--- config.mk ---
export PLATFORM = sky130hd
export DESIGN_NAME = load_store_unit
export DESIGN_NICKNAME = d
export VERILOG_FILES = /design/src/rtl/load_store_unit.sv
export SDC_FILE = /design/constraint.sdc
export NUM_CORES = 1
export LEC_CHECK = 0
export CAP_MARGIN = 20
export CORE_AREA = 3 3 127 129
export CTS_CLUSTER_DIAMETER = 60
export CTS_CLUSTER_SIZE = 16
export DETAILED_ROUTE_END_ITERATION = 6
export DIE_AREA = 0 0 130 132
export PLACE_DENSITY_LB_ADDON = 0.3
export REMOVE_ABC_BUFFERS = 1
export SLEW_MARGIN = 20
export SYNTH_ARGS = -nofsm -noshare
export SYNTH_HDL_FRONTEND = slang
export SYNTH_SLANG_ARGS = --single-unit
export TNS_END_PERCENT = 10
--- constraint.sdc ---
create_clock -name clk -period 6.7 [get_ports clk]
set_input_delay 1.34 -clock clk [delete_from_list [all_inputs] [get_ports clk]]
set_output_delay 1.34 -clock clk [all_outputs]
set_load 0.03 [all_outputs]
--- src/rtl/load_store_unit.sv ---
// RV32I load/store unit: turns MEM-stage requests into single Wishbone-style
// data-port transfers with lane steering, load extension and a bus timeout.
module load_store_unit #(
   parameter int unsigned TIMEOUT_CYCLES = 15
) (
   input  logic        clk,
   input  logic        rst,
   input  logic        req_valid,
   output logic        req_ready,
   input  logic        req_wr,
   input  logic [31:0] req_addr,
   input  logic [31:0] req_wdata,
   input  logic [2:0]  req_funct3,
   output logic        rsp_valid,
   output logic [31:0] rsp_rdata,
   output logic        rsp_err,
   output logic        busy,
   output logic        wb_cyc,
   output logic        wb_stb,
   output logic        wb_wr_en,
   output logic [31:0] wb_addr,
   output logic [31:0] wb_wr_data,
   output logic [3:0]  wb_sel,
   input  logic        wb_ack,
   input  logic        wb_stall,
   input  logic [31:0] wb_rd_data
);

   localparam int unsigned CW = (TIMEOUT_CYCLES < 2) ? 1 : $clog2(TIMEOUT_CYCLES);
   localparam logic [CW-1:0] CNT_LAST = CW'(TIMEOUT_CYCLES - 1);
   localparam logic [CW-1:0] CNT_ONE  = CW'(1);

   typedef enum logic [1:0] {S_IDLE, S_STROBE, S_WAIT_ACK, S_DONE} state_t;

   state_t        state_q, state_d;
   logic [CW-1:0] cnt_q, cnt_d;
   logic [2:0]    funct3_q, funct3_d;
   logic [1:0]    off_q, off_d;
   logic          wb_cyc_q, wb_cyc_d, wb_stb_q, wb_stb_d, wb_wr_en_q, wb_wr_en_d;
   logic [31:0]   wb_addr_q, wb_addr_d, wb_wr_data_q, wb_wr_data_d;
   logic [3:0]    wb_sel_q, wb_sel_d;
   logic          rsp_valid_q, rsp_valid_d, rsp_err_q, rsp_err_d, busy_q, busy_d;
   logic [31:0]   rsp_rdata_q, rsp_rdata_d;
   logic          accept_s, legal_s, ack_done_s, expire_s, on_bus_s;

   function automatic logic is_legal(input logic wr, input logic [2:0] f3, input logic [1:0] a);
      logic ok;
      case (f3)
         3'b000:  ok = 1'b1;
         3'b001:  ok = ~a[0];
         3'b010:  ok = (a == 2'b00);
         3'b100:  ok = ~wr;
         3'b101:  ok = ~wr & ~a[0];
         default: ok = 1'b0;
      endcase
      return ok;
   endfunction

   function automatic logic [3:0] lane_sel(input logic [1:0] sz, input logic [1:0] a);
      logic [3:0] s;
      case (sz)
         2'b00:   s = 4'b0001 << a;
         2'b01:   s = 4'b0011 << {a[1], 1'b0};
         default: s = 4'b1111;
      endcase
      return s;
   endfunction

   function automatic logic [31:0] replicate(input logic [1:0] sz, input logic [31:0] d);
      logic [31:0] r;
      case (sz)
         2'b00:   r = {4{d[7:0]}};
         2'b01:   r = {2{d[15:0]}};
         default: r = d;
      endcase
      return r;
   endfunction

   function automatic logic [31:0] load_extract(input logic [2:0] f3, input logic [1:0] a,
                                                input logic [31:0] d);
      logic [31:0] lane;
      logic [31:0] r;
      lane = d >> {a, 3'b000};
      case (f3)
         3'b000:  r = {{24{lane[7]}}, lane[7:0]};
         3'b001:  r = {{16{lane[15]}}, lane[15:0]};
         3'b010:  r = d;
         3'b100:  r = {24'h0, lane[7:0]};
         3'b101:  r = {16'h0, lane[15:0]};
         default: r = 32'h0;
      endcase
      return r;
   endfunction

   assign req_ready  = (state_q == S_IDLE) & ~rst;
   assign accept_s   = req_valid & req_ready;
   assign legal_s    = is_legal(req_wr, req_funct3, req_addr[1:0]);
   assign on_bus_s   = (state_q == S_STROBE) | (state_q == S_WAIT_ACK);
   // Ack is only honoured once the strobe has been taken (stall low) or while waiting.
   assign ack_done_s = wb_ack & (((state_q == S_STROBE) & ~wb_stall) | (state_q == S_WAIT_ACK));
   assign expire_s   = on_bus_s & (cnt_q == CNT_LAST);

   // State and registered-output register with synchronous reset.
   always_ff @(posedge clk) begin
      if (rst) begin
         state_q <= S_IDLE;       cnt_q <= '0;            funct3_q <= 3'b000;  off_q <= 2'b00;
         wb_cyc_q <= 1'b0;        wb_stb_q <= 1'b0;       wb_wr_en_q <= 1'b0;
         wb_addr_q <= 32'h0;      wb_wr_data_q <= 32'h0;  wb_sel_q <= 4'b0000;
         rsp_valid_q <= 1'b0;     rsp_err_q <= 1'b0;      rsp_rdata_q <= 32'h0; busy_q <= 1'b0;
      end else begin
         state_q <= state_d;      cnt_q <= cnt_d;         funct3_q <= funct3_d; off_q <= off_d;
         wb_cyc_q <= wb_cyc_d;    wb_stb_q <= wb_stb_d;   wb_wr_en_q <= wb_wr_en_d;
         wb_addr_q <= wb_addr_d;  wb_wr_data_q <= wb_wr_data_d; wb_sel_q <= wb_sel_d;
         rsp_valid_q <= rsp_valid_d; rsp_err_q <= rsp_err_d; rsp_rdata_q <= rsp_rdata_d;
         busy_q <= busy_d;
      end
   end

   // Next-state logic.
   always_comb begin
      state_d = state_q;
      case (state_q)
         S_IDLE: begin
            if (accept_s) state_d = legal_s ? S_STROBE : S_DONE;
            else          state_d = S_IDLE;
         end
         S_STROBE: begin
            if (ack_done_s || expire_s) state_d = S_DONE;
            else if (!wb_stall)         state_d = S_WAIT_ACK;
            else                        state_d = S_STROBE;
         end
         S_WAIT_ACK: begin
            if (ack_done_s || expire_s) state_d = S_DONE;
            else                        state_d = S_WAIT_ACK;
         end
         S_DONE:  state_d = S_IDLE;
         default: state_d = S_IDLE;
      endcase
   end

   // Output and datapath next values.
   always_comb begin
      cnt_d = cnt_q;           funct3_d = funct3_q;      off_d = off_q;
      wb_cyc_d = wb_cyc_q;     wb_stb_d = wb_stb_q;      wb_wr_en_d = wb_wr_en_q;
      wb_addr_d = wb_addr_q;   wb_wr_data_d = wb_wr_data_q; wb_sel_d = wb_sel_q;
      rsp_valid_d = 1'b0;      rsp_err_d = 1'b0;         rsp_rdata_d = 32'h0;
      busy_d = (state_d != S_IDLE);
      case (state_q)
         S_IDLE: begin
            if (accept_s) begin
               cnt_d    = '0;
               funct3_d = req_funct3;
               off_d    = req_addr[1:0];
               if (legal_s) begin
                  wb_cyc_d     = 1'b1;
                  wb_stb_d     = 1'b1;
                  wb_wr_en_d   = req_wr;
                  wb_addr_d    = {req_addr[31:2], 2'b00};
                  wb_sel_d     = lane_sel(req_funct3[1:0], req_addr[1:0]);
                  wb_wr_data_d = req_wr ? replicate(req_funct3[1:0], req_wdata) : 32'h0;
               end else begin
                  rsp_valid_d = 1'b1;
                  rsp_err_d   = 1'b1;
               end
            end else begin
               cnt_d = cnt_q;
            end
         end
         S_STROBE, S_WAIT_ACK: begin
            cnt_d = cnt_q + CNT_ONE;
            if (state_d == S_DONE) begin
               wb_cyc_d = 1'b0;      wb_stb_d = 1'b0;         wb_wr_en_d = 1'b0;
               wb_addr_d = 32'h0;    wb_wr_data_d = 32'h0;    wb_sel_d = 4'b0000;
               rsp_valid_d = 1'b1;
               if (ack_done_s) begin
                  rsp_err_d   = 1'b0;
                  rsp_rdata_d = wb_wr_en_q ? 32'h0 : load_extract(funct3_q, off_q, wb_rd_data);
               end else begin
                  rsp_err_d   = 1'b1;
                  rsp_rdata_d = 32'h0;
               end
            end else if (state_d == S_WAIT_ACK) begin
               wb_stb_d = 1'b0;
            end else begin
               wb_stb_d = wb_stb_q;
            end
         end
         S_DONE: cnt_d = cnt_q;
         default: begin
            wb_cyc_d = 1'b0;
            wb_stb_d = 1'b0;
         end
      endcase
   end

   assign wb_cyc     = wb_cyc_q;
   assign wb_stb     = wb_stb_q;
   assign wb_wr_en   = wb_wr_en_q;
   assign wb_addr    = wb_addr_q;
   assign wb_wr_data = wb_wr_data_q;
   assign wb_sel     = wb_sel_q;
   assign rsp_valid  = rsp_valid_q;
   assign rsp_err    = rsp_err_q;
   assign rsp_rdata  = rsp_rdata_q;
   assign busy       = busy_q;

endmodule

# After elaboration in Yosys (flattened, before gate mapping)
# Index checks and enable logic that the tools add are counted.
# op_classes
addsub	1
n_eq_ne	19
shifts	3
mux	41
bitwise_logic	16
n_reduce_logical	14
# ops
op	n
32-bit 2-to-1 mux	6
32-bit case mux with 2 select lines	3
32-bit case mux with 5 select lines	1
32-bit by 5-bit right shift with 16-bit output	1
4-bit case mux with 2 select lines	3
4-bit 2-to-1 mux	4
1-bit 2-to-1 mux	13
3-bit == test, second input constant	4
1-bit case mux with 2 select lines	5
2-bit == test, second input constant	4
2-bit 2-to-1 mux	4
1-bit NOT	8
2-bit case mux with 4 select lines	1
4-bit AND reduction	2
1-bit AND	6
3-bit by 1-bit == test with 1-bit output, second input constant	2
3-bit by 2-bit == test with 1-bit output, second input constant	2
2-bit zero test	3
3-bit zero test	2
2-bit != test, second input constant	3
1-bit case mux with 5 select lines	1
5-bit OR reduction	1
4-bit by 1-bit adder with 4-bit output, second input constant	1
2-bit by 1-bit == test with 1-bit output, second input constant	2
9 further kinds	12
# word_totals
reg_bits	117
inputBits	105
out_inout_bits	107
word_cells	108

# Depth between registers and ports, before layout
# depth
word_depth	11
depth_mapped	9

# Worst setup path before layout
# OpenSTA, ideal clock, no wires.
# synth_path
path_kind	input-to-output
start	input port rst
end	output port req_ready
arrival_ps	2025
required_ps	5360
setup_slack_ps	3335
stages	2
cell_sequence	clkbuf_1 nor2b_1
# synth_between
elab_chain_cells	2
# synth_rtl
item	line	rtl
from (decl)	7	input logic rst,
1-bit NOT	95	assign req_ready = (state_q == S_IDLE) & ~rst;
1-bit AND	95	
to (decl)	9	output logic req_ready,
# Every way passes these cells.

# Worst setup path in the final report
# Same ends and word-level chain as after synthesis.

==> out/summary.md <==
The share of cells above drive strength 1 was 9.814%. The tools report the largest net degree at the start of global routing as 68. Setup violations remaining at the end of the flow were counted as 0. Post-CTS repair changed the size of 0 cells. At the worst endpoint, the required time is 5.36 ns.

For this run, the share of the core covered by cells in the final layout is 53.80%. The tools report the initial antenna violation count as 0. Capturing element type of the critical path: a primary output. The first global-routing pass estimated 24.58 mm of wire. The launching element type of the critical path was an input pin.

Dividing the detail-routed wire length by the instance count gives 15.75 microns. The worst setup path is of the input pin to primary output kind. The number of antenna diodes in the final layout is 0.

The tools report the number of nets still failing antenna checks after routing as 0. Compared with the post-synthesis result, the final layout area differs by 53.98%. The clock sink total was 115.

At the worst endpoint, the arrival time is 2.77 ns. The die is 132 microns tall. In this run the standard cell core region covers 0.01515 sq mm. dfxtp_1 takes more of the synthesized area than any other cell.

The classification of the worst-slack hold path was flop to flop. The count of TritonRoute iterations in the first routing pass is 4, and the number of vias after detailed routing is 5,077. OpenSTA, run right after detailed placement, puts the worst setup slack at 2.584 ns. The logs give 4 for the total number of H-tree levels and 31.55% for the normalized max-slew margin. Internal power comes to 1.604 mW. The longest clock path from root to sink contains 2 buffers. The number of hold-slack violations in the final timing report was 0. The post-route fraction of the period consumed by the critical path was 61.32%; the first-iteration detailed-routing DRC count was 359. Input and output buffers added on the ports amount to 209.

VDD sags by at most 0.0001732 V. The tools report the least setup slack across all paths after layout as 2.592 ns. The synthesized netlist cell count was 601; the post-CTS setup repair buffer count was 0. In this run, flip-flops and latches consume 34.0% of the power. The layout net count came out at 905. After synthesis, the most frequently instantiated cells are dfxtp_1, nand2_1, a21oi_1. The most common cell in the synthesized netlist is dfxtp_1.

In the routed layout, each cell is associated on average with a via count of 5.113. The setup clock skew after layout was 0.008530 ns; the post-cts hold buffer count was 0. Sorting the synthesized cells by area gives the leading types as dfxtp_1, o32ai_2, mux2i_1. The die span in x was 130 microns; the count of pins on the block boundary was 212. For the total DRC errors in the routed layout, the log shows 0. Setup repair after global routing left no endpoint under its margin. Along the worst path, the maximum fanout reaches 48.

Summed over all failing endpoints, the final setup total negative slack is 0 ns. The part of the total power dissipated in the clock network is 46.5%, and the number of library cell types mapped by synthesis is 44. The logs give 2.956 nW for the leakage power and 15.64 mm for the overall routed net length. The area share of the largest cell type after synthesis came out at 43.51%.

After synthesis, the share of flip-flops with an asynchronous set or reset is 0%. The tool flagged a number of max-cap violations equal to 0. Once detailed placement completed, the half-perimeter wirelength came to 11.25 mm. Each instance of the synthesized netlist takes up on average 8.804 sq um. Count of state elements after synthesis: 115.

The final worst hold slack is 0.4470 ns, and the slew at the pin closest to its max-slew limit is 1.025 ns. After synthesis the cells add up to 0.005291 sq mm. The most used flip-flop cell after synthesis is dfxtp_1. The Yosys step of the flow raised 0 warnings.

The root buffer cell chosen for the clock tree is clkbuf_16. The via count of the first global-routing pass was 5,014; the number of enable-type register cells in the synthesized netlist was 0. The net switching fraction of the power is 27.08%. Counting the buffers created by CTS gives 17. The run gives 0.01716 sq mm as the floorplan die area. The share of total power dissipated in combinational logic is 19.5%.

TritonCTS built the clock tree. Clock-pin slew was measured on the worst setup and hold paths at 0.05 ns. The run finished with clean final reports. Net switching power: 0.5957 mW. The logs give 243.4 MHz for the peak clock frequency supported by timing and 0.8425 for the final weighted congestion of routability-driven global placement.

The completed layout was analyzed and its total power is 2.200 mW. The starting density of the core came out at 34.94%. The later pin in the worst-skew pair is clocked with a latency of 0.41 ns.

The logs give 45 for the floorplan row count and 17.74% for the total global routing track utilization. Sequential elements use 43.51% of the synthesized area. The global-route congestion overflow total was 0.

The number of max-slew violations in the final report is 0. The clock period could shrink to 4.108 ns. The power per unit of standard cell area came out at 270.0 mW/mm^2.
[cells by family after synthesis]
logic type / count (synthesis) / share of synthesized area [%]
buf+inv: 96 / 7.732
mux: 42 / 8.229
simple gates: 171 / 14.07
fa+ha+maj: 8 / 1.892
compound gates: 168 / 24.50
other cells: 1 / 0.07087
flops: 115 / 43.51
[final timing paths]
path                                               start  slack [ns]  cells past startpoint                        to
worst max-delay path                                 rst        2.59                      4                 req_ready
worst min-delay path            wb_addr[19]$_SDFFE_PP0P_        0.45                      2  wb_addr[19]$_SDFFE_PP0P_
worst max register to register     state_q[0]$_SDFF_PP0_        3.49                      8  wb_addr[24]$_SDFFE_PP0P_
worst min register to register  wb_addr[19]$_SDFFE_PP0P_        0.45                      2  wb_addr[19]$_SDFFE_PP0P_
[per-stage QoR]
stage	instance area, sq um	instances
5_1_grt	8148	993
4_1_cts	8148	993
3_3_place_gp	7455	960
6_report	8148	993
3_5_place_dp	7470	961
2_1_floorplan	5074	556
[area by class of cell]
class | count | area, sq um
fillers | 1329 | 6998
multi-input cells | 391 | 2590
flip-flops and latches | 115 | 2302
repair buffers | 217 | 2155
clock buffers | 21 | 480.5
well taps | 188 | 235.2
clock inverters | 11 | 197.7
inverters | 50 | 187.7
[sequential cells by signal, summed over array words and instances (netlist names), 2 cells and up]
name        flops
cnt_q           4
funct3_q        3
off_q           2
rsp_rdata      32
state_q         2
wb_addr        30
wb_sel          4
wb_wr_data     32
[worst max-delay path, cell delays in order]
cell and delay, ns:
buf_2 0.09, buf_4 0.31, nor2b_1 0.28, clkdlybuf4s50_1 0.74
[layout by cell type (no fill, tap or decap), drive strengths merged, types with 2 or more instances in the layout]
cell / synthesis / layout
nand4b: 2 / 2
a31oi: 2 / 2
nor2b: 7 / 7
o211a: 2 / 2
mux2: 2 / 2
nand3: 6 / 6
a21oi: 57 / 57
nand2: 102 / 102
clkinv: 0 / 4
nand3b: 3 / 3
mux2i: 39 / 39
o32ai: 34 / 34
nor3: 6 / 6
nor2: 28 / 28
bufinv: 0 / 5
buf: 20 / 9
a32oi: 9 / 9
nand2b: 11 / 11
clkdlybuf4s50: 0 / 208
inv: 50 / 51
and2: 2 / 2
dfxtp: 115 / 115
o21ai: 48 / 48
ha: 8 / 8
clkbuf: 26 / 21
nand4: 2 / 2
conb: 1 / 2
a221oi: 8 / 8
[metal layers]
metal / vias up / track usage (%) / part of all wire [%]
met5: - / 0 / 0
met4: 0 / 7.044 / 2.1
met3: 30 / 5.429 / 7.9
met2: 196 / 29.91 / 48
met1: 2375 / 20.86 / 42
li1: 2476 / - / -
[power by group through the flow]
stage	Clock (mW)	Sequential, mW	Combinational, mW
2_1_floorplan	0	0.815	0.176
3_3_place_gp	0	0.761	0.417
3_5_place_dp	0	0.763	0.427
4_1_cts	1.04	0.748	0.429
5_1_grt	1.07	0.753	0.461
6_report	1.02	0.748	0.428
No activity file was read; power rests on OpenSTA's default activity.
